===== src/rtl/axil_pkg.sv =====
// rtl/axil_pkg.sv - shared defaults, width derivations and FSM states for the AXI-Lite W path
package axil_pkg;

  localparam int DATA_W_DEF    = 32;
  localparam int MAX_BEATS_DEF = 16;

  function automatic int strb_w(input int data_w);
    return data_w / 8;
  endfunction

  function automatic int len_w(input int data_w, input int max_beats);
    return $clog2(max_beats * (data_w / 8)) + 1;
  endfunction

  typedef enum logic {
    IDLE = 1'b0,
    SEND = 1'b1
  } state_e;

endpackage


===== src/rtl/axil_strb_gen.sv =====
// rtl/axil_strb_gen.sv - byte-lane enable generator for one beat of a byte-addressed burst
module axil_strb_gen
  import axil_pkg::*;
#(
  parameter  int STRB_W = strb_w(DATA_W_DEF),
  parameter  int LEN_W  = len_w(DATA_W_DEF, MAX_BEATS_DEF),
  localparam int OFF_W  = $clog2(STRB_W)
) (
  input  logic              first,
  input  logic [OFF_W-1:0]  offset,
  input  logic [LEN_W-1:0]  rem,
  output logic [STRB_W-1:0] strb
);

  logic [LEN_W:0] lo;
  logic [LEN_W:0] hi;

  // Only the first beat starts mid-word; later beats always begin at lane 0.
  always_comb begin
    lo = first ? (LEN_W+1)'(offset) : '0;
    hi = lo + (LEN_W+1)'(rem);
    for (int i = 0; i < STRB_W; i++) begin
      strb[i] = ((LEN_W+1)'(i) >= lo) && ((LEN_W+1)'(i) < hi);
    end
  end

endmodule


===== src/rtl/axil_wdata_burst.sv =====
// rtl/axil_wdata_burst.sv - AXI-Lite W-channel driver streaming a byte-length payload as strobed beats
module axil_wdata_burst
  import axil_pkg::*;
#(
  parameter  int DATA_W    = DATA_W_DEF,
  parameter  int MAX_BEATS = MAX_BEATS_DEF,
  localparam int STRB_W    = strb_w(DATA_W),
  localparam int LEN_W     = len_w(DATA_W, MAX_BEATS),
  localparam int OFF_W     = $clog2(STRB_W),
  localparam int CNT_W     = $clog2(MAX_BEATS) + 1
) (
  input  logic                             clk,
  input  logic                             reset,
  input  logic                             start,
  input  logic [LEN_W-1:0]                 byte_count,
  input  logic [OFF_W-1:0]                 byte_offset,
  input  logic [MAX_BEATS-1:0][DATA_W-1:0] data,
  output logic                             busy,
  output logic                             done,
  output logic                             err,
  output logic [CNT_W-1:0]                 beats_sent,
  output logic [DATA_W-1:0]                wdata,
  output logic [STRB_W-1:0]                wstrb,
  output logic                             wvalid,
  input  logic                             wready
);

  localparam int             IDX_W    = $clog2(MAX_BEATS);
  localparam logic [LEN_W:0] SPAN_MAX = (LEN_W+1)'(MAX_BEATS * STRB_W);

  state_e              state_q, state_d;
  logic [LEN_W-1:0]    rem_q, rem_d;
  logic [CNT_W-1:0]    beats_q, beats_d;
  logic [DATA_W-1:0]   wdata_q, wdata_d;
  logic [STRB_W-1:0]   wstrb_q, wstrb_d;
  logic                wvalid_q, wvalid_d;
  logic                done_q, done_d;
  logic                err_q, err_d;

  logic [LEN_W-1:0]    consumed;
  logic [LEN_W-1:0]    rem_after;
  logic [LEN_W-1:0]    gen_rem;
  logic                gen_first;
  logic [STRB_W-1:0]   gen_strb;
  logic [LEN_W:0]      span;
  logic [IDX_W-1:0]    nidx;

  always_comb begin
    consumed = '0;
    for (int i = 0; i < STRB_W; i++) begin
      consumed = consumed + LEN_W'(wstrb_q[i]);
    end
  end

  assign rem_after = rem_q - consumed;
  assign gen_first = (state_q == IDLE);
  assign gen_rem   = gen_first ? byte_count : rem_after;
  assign span      = (LEN_W+1)'(byte_offset) + (LEN_W+1)'(byte_count);
  assign nidx      = beats_q[IDX_W-1:0] + 1'b1;

  // Shared generator: beat 0 strobes while idle, following-beat strobes while sending.
  axil_strb_gen #(
    .STRB_W (STRB_W),
    .LEN_W  (LEN_W)
  ) u_strb_gen (
    .first  (gen_first),
    .offset (byte_offset),
    .rem    (gen_rem),
    .strb   (gen_strb)
  );

  always_ff @(posedge clk) begin
    if (reset) begin
      state_q  <= IDLE;
      rem_q    <= '0;
      beats_q  <= '0;
      wdata_q  <= '0;
      wstrb_q  <= '0;
      wvalid_q <= 1'b0;
      done_q   <= 1'b0;
      err_q    <= 1'b0;
    end else begin
      state_q  <= state_d;
      rem_q    <= rem_d;
      beats_q  <= beats_d;
      wdata_q  <= wdata_d;
      wstrb_q  <= wstrb_d;
      wvalid_q <= wvalid_d;
      done_q   <= done_d;
      err_q    <= err_d;
    end
  end

  always_comb begin
    state_d  = state_q;
    rem_d    = rem_q;
    beats_d  = beats_q;
    wdata_d  = wdata_q;
    wstrb_d  = wstrb_q;
    wvalid_d = wvalid_q;
    done_d   = 1'b0;
    err_d    = 1'b0;
    case (state_q)
      IDLE: begin
        if (start) begin
          if (byte_count == '0) begin
            done_d = 1'b1;
          end else if (span > SPAN_MAX) begin
            err_d = 1'b1;
          end else begin
            state_d  = SEND;
            rem_d    = byte_count;
            beats_d  = '0;
            wdata_d  = data[0];
            wstrb_d  = gen_strb;
            wvalid_d = 1'b1;
          end
        end
      end
      SEND: begin
        if (wready) begin
          beats_d = beats_q + 1'b1;
          rem_d   = rem_after;
          if (rem_after == '0) begin
            state_d  = IDLE;
            wvalid_d = 1'b0;
            wstrb_d  = '0;
            done_d   = 1'b1;
          end else begin
            wdata_d = data[nidx];
            wstrb_d = gen_strb;
          end
        end
      end
      default: state_d = IDLE;
    endcase
  end

  assign busy       = (state_q == SEND);
  assign done       = done_q;
  assign err        = err_q;
  assign beats_sent = beats_q;
  assign wdata      = wdata_q;
  assign wstrb      = wstrb_q;
  assign wvalid     = wvalid_q;

endmodule


===== config.mk =====
export PLATFORM = sky130hd
export DESIGN_NAME = axil_wdata_burst
export DESIGN_NICKNAME = d
export VERILOG_FILES = /design/src/rtl/axil_pkg.sv /design/src/rtl/axil_strb_gen.sv /design/src/rtl/axil_wdata_burst.sv
export SDC_FILE = /design/constraint.sdc
export NUM_CORES = 1
export LEC_CHECK = 0
export BUFFER_PORTS_ARGS = -buffer_cell sky130_fd_sc_hd__buf_4
export CELL_PAD_IN_SITES_DETAIL_PLACEMENT = 0
export CELL_PAD_IN_SITES_GLOBAL_PLACEMENT = 1
export CORE_AREA = 10 10 211 213
export CTS_CLUSTER_DIAMETER = 100
export DETAILED_ROUTE_END_ITERATION = 12
export DIE_AREA = 0 0 221 223
export PLACE_DENSITY_LB_ADDON = 0.1
export SLEW_MARGIN = 10
export SYNTH_ARGS = -nofsm -noshare
export SYNTH_HDL_FRONTEND = slang
export SYNTH_SLANG_ARGS = --single-unit

===== constraint.sdc =====
create_clock -name clk -period 5 [get_ports clk]
set_input_delay 0.75 -clock clk [delete_from_list [all_inputs] [get_ports clk]]
set_output_delay 0.75 -clock clk [all_outputs]
set_load 0.05 [all_outputs]

==> impl_metrics.csv <==
group,metric,value,unit
pwr,p_leak,0.00522,uW
layout,area_growth,71.8,%
logic_synthesis,synth-seq-cells,52,
critical_path,crit_top_cell,"fa_1",
critical_path,cp_max_fo,4,
critical_path,critPathKind,"flop to flop",
sta,final.setup.tns,0,ns
logic_synthesis,synth.largest_area_cell,"mux4_2",
floorplanning,die_area,49300,um^2
clocking,path_clk_slew,0.08,ns
global_route,busiest_layer,"met2",
min_path,min_from,"beats_sent[4]",
logic_synthesis,synth_cell_type_count,57,
layout,drive_above_1_share,0.688,
layout,multi_input_area,5580,um^2
logic_synthesis,yosysWarnings,0,
floorplanning,fp.dieH,223,um
sta,max_freq,0.218,GHz
logic_synthesis,synth_edf_count,0,
routing,num_vias,7738,
clocking,cts_num_sinks,52,
logic_synthesis,post_synth_instance_area,6960,um^2
job,maxCapViolations,0,
critical_path,r2r_cells,15,
sta,setup_slack,0.411,ns
critical_path,r2r-start,"wstrb[1]",
floorplanning,chipWidth,221,um
sta,slew_headroom,0.213,
routing,firstDrtPassIters,4,
logic_synthesis,ys_seq_area_frac,0.150,
global_route,first_global_vias,8528,
min_path,holdPathEnd,"beats_sent[4]",
placement,place.port_buffers,569,
logic_synthesis,synth_top_cell_area_share,0.414,
layout,design_area,12000,um^2
logic_synthesis,synthMuxAreaShare,0.514,
floorplanning,row_count,74,
clocking,cts-root-buf,"clkbuf_16",
pwr,power_density,192,nW/um^2
clocking,cts_tree,"yes",
placement,dpl_worst_slack,0.0863,ns
floorplanning,start_util,0.172,
logic_synthesis,synthXorXnorAreaFrac,0.00630,
clocking,cts_buffers,5,
layout,layout_commonest_cell,"buf_4",
global_route,grt_overflow,0,
routing,postRouteAntennaNets,0,
logic_synthesis,syn_area_per_cell,11.7,um^2
global_route,grt_max_degree,87,
logic_synthesis,synth_top_family_by_area,"multiplexers",
layout,layout_common_cells,"buf_4 (582), mux4_2 (128), mux2i_1 (68)",
sta,finalHoldViolCount,0,
clocking,postCtsSetupBuffers,0,
critical_path,ff2ff_setup_slack,0.41,ns
floorplanning,ios,570,
sta,period_needed,4.59,ns
floorplanning,core,40400,um^2
critical_path,startpoint_type,"flop",
clocking,cts_buffer_depth,2,
routing,drt_iter0_drc,331,
clocking,htreeDepth,2,
sta,tightest_slew,1.18,ns
pwr,vdd_drop_max,0.111,mV
status,status,"finished, final reports clean",
placement,dp_hpwl,43200,um
sta,period_share,0.918,
critical_path,r2r_end,"wstrb[3]",
layout,final_nets,1658,
critical_path,cp.required,5.20,ns
logic_synthesis,synthSimpleGateAreaFrac,0.102,
global_route,met3_usage,0.0749,
placement,place_congestion,0.850,
logic_synthesis,synthArstFlopShare,0,
logic_synthesis,synthTopCellsByArea,"mux4_2 (41%), dfxtp_1 (15%), mux2i_1 (9.8%)",
clocking,clock_latency,0.31,ns
routing,wl_per_cell,30.1,um
placement,postPlaceCellArea,11800,um^2
global_route,grt_use_met1,0.227,
min_path,worstHoldPathCells,2,
layout,fill_cells,4378,
critical_path,path_buf_inv,2,
critical_path,cp_cell_sequence,"fa_1 > fa_1 > fa_1 > inv_1 > fa_1 > nand2_1 > o21ai_2 > inv_1 > fa_1 > a211o_1 > a211oi_1 > o2111ai_1 > or4_1 > nand3_1 > a21oi_1",
logic_synthesis,synthCells,594,
critical_path,cp-end-kind,"flop",
sta,holdWs,0.497,ns
sta,rsz0062_at_grt,"false",
sta,finalSetupViolCount,0,
global_route,grt_pass1_wl,68400,um
sta,skew,0.0126,ns
sta,finalMaxSlewViolations,0,
routing,vias_per_cell,4.66,
critical_path,crit_arrival,4.78,ns
critical_path,cp_slowest_stage_delay,0.53,ns
global_route,antenna_found_initial,12,
logic_synthesis,synth_fa_ha_area_frac,0.0345,
routing,drt_wl_total,49900,um
global_route,grt_usage,0.192,
min_path,hold_class,"flop to flop",
layout,seq_area,1040,um^2
logic_synthesis,ys.flop_type,"dfxtp_1",
critical_path,crit_family,"adder cells",
logic_synthesis,synth_compound_area_frac,0.139,
critical_path,cp_slowest_cell,"fa_1",
global_route,grt.met2_usage,0.325,
routing,drt_drc_violations_left,0,
logic_synthesis,postSynthNetCount,1134,
clocking,hold_buffers,0,
-- through the flow --
stage | instances | total power, uW | util
after floorplan | 594 | 1290 | -
after global placement | 1643 | 1900 | 0.291
after detailed placement | 1643 | 1910 | 0.291
after CTS | 1651 | 2340 | 0.295
after global routing | 1656 | 2440 | 0.296
final | 1659 | 2300 | 0.296
-- area by class of cell --
cell class / instances / share of cell area
clock inverters: 3 / 0.00356
multi-input cells: 458 / 0.467
well taps: 532 / 0.0557
repair buffers: 584 / 0.369
clock buffers: 5 / 0.0105
inverters: 17 / 0.00534
diodes: 8 / 0.00168
flip-flops and latches: 52 / 0.0874
-- metal layers --
layer  vias to the layer above  wire, um
met4                         8       523
met3                        29      4320
met1                      3863     20200
met2                       294     24800
met5                         -        66
li1                       3544         -
-- timing repair --
action,CTS,global route
endpoints found under the setup margin,0,3
endpoints found under the hold margin,0,0
gates resized for setup,0,3
-- flip-flops by register name, summed over array words and instances (netlist names) --
| register | flops |
|---|---|
| beats_sent | 5 |
| err | 1 |
| wdata | 32 |
| wstrb | 4 |
| busy | 1 |
| wvalid | 1 |
| done | 1 |
| rem_q | 7 |
-- power breakdown --
group / total [uW] / switching (uW) / internal [uW] / leakage [uW]
combinational: 1360 / 672 / 693 / 0.00472
sequential: 517 / 52.1 / 465 / 0.000428
clock: 417 / 181 / 236 / 0.0000799
-- cells by family after synthesis --
logic type / count (synthesis)
xor+xnor: 5
simple gates: 137
fa+ha+maj: 15
buf+inv: 84
compound gates: 104
mux: 197
flops: 52
-- Yosys cell counts, types with 4 or more instances --
cell,count
a21oi_1,12
buf_1,4
buf_2,22
buf_6,4
clkbuf_1,35
dfxtp_1,52
fa_1,7
ha_1,8
inv_1,17
mux2i_1,68
mux4_2,128
nand2_1,47
nand3_1,41
nor2_1,13
o211a_1,34
o21ai_0,5
o221a_2,32
-- worst register-to-register path, stage by stage (launching register included) --
cell and delay [ns]:
dfxtp_1 0.36, fa_1 0.51, fa_1 0.42, fa_1 0.48, inv_1 0.06, fa_1 0.53, nand2_1 0.07, o21ai_2 0.13
inv_1 0.09, fa_1 0.44, a211o_1 0.28, a211oi_1 0.19, o2111ai_1 0.21, or4_1 0.53, nand3_1 0.11, a21oi_1 0.07
-- worst max-delay path by stage --
| stage | startpoint | slack, ns | end | cells after the start |
|---|---|---|---|---|
| floorplan | wstrb[1] | 0.21 | wstrb[2] | 15 |
| global placement | wstrb[1] | 0.14 | wstrb[2] | 15 |
| detailed placement | wstrb[1] | 0.09 | wstrb[2] | 15 |
| CTS | wstrb[1] | 0.08 | wstrb[2] | 15 |
| global route | wstrb[1] | 0.08 | wstrb[2] | 15 |
| finish | wstrb[1] | 0.41 | wstrb[3] | 15 |
(Power assumes the default switching activity.)
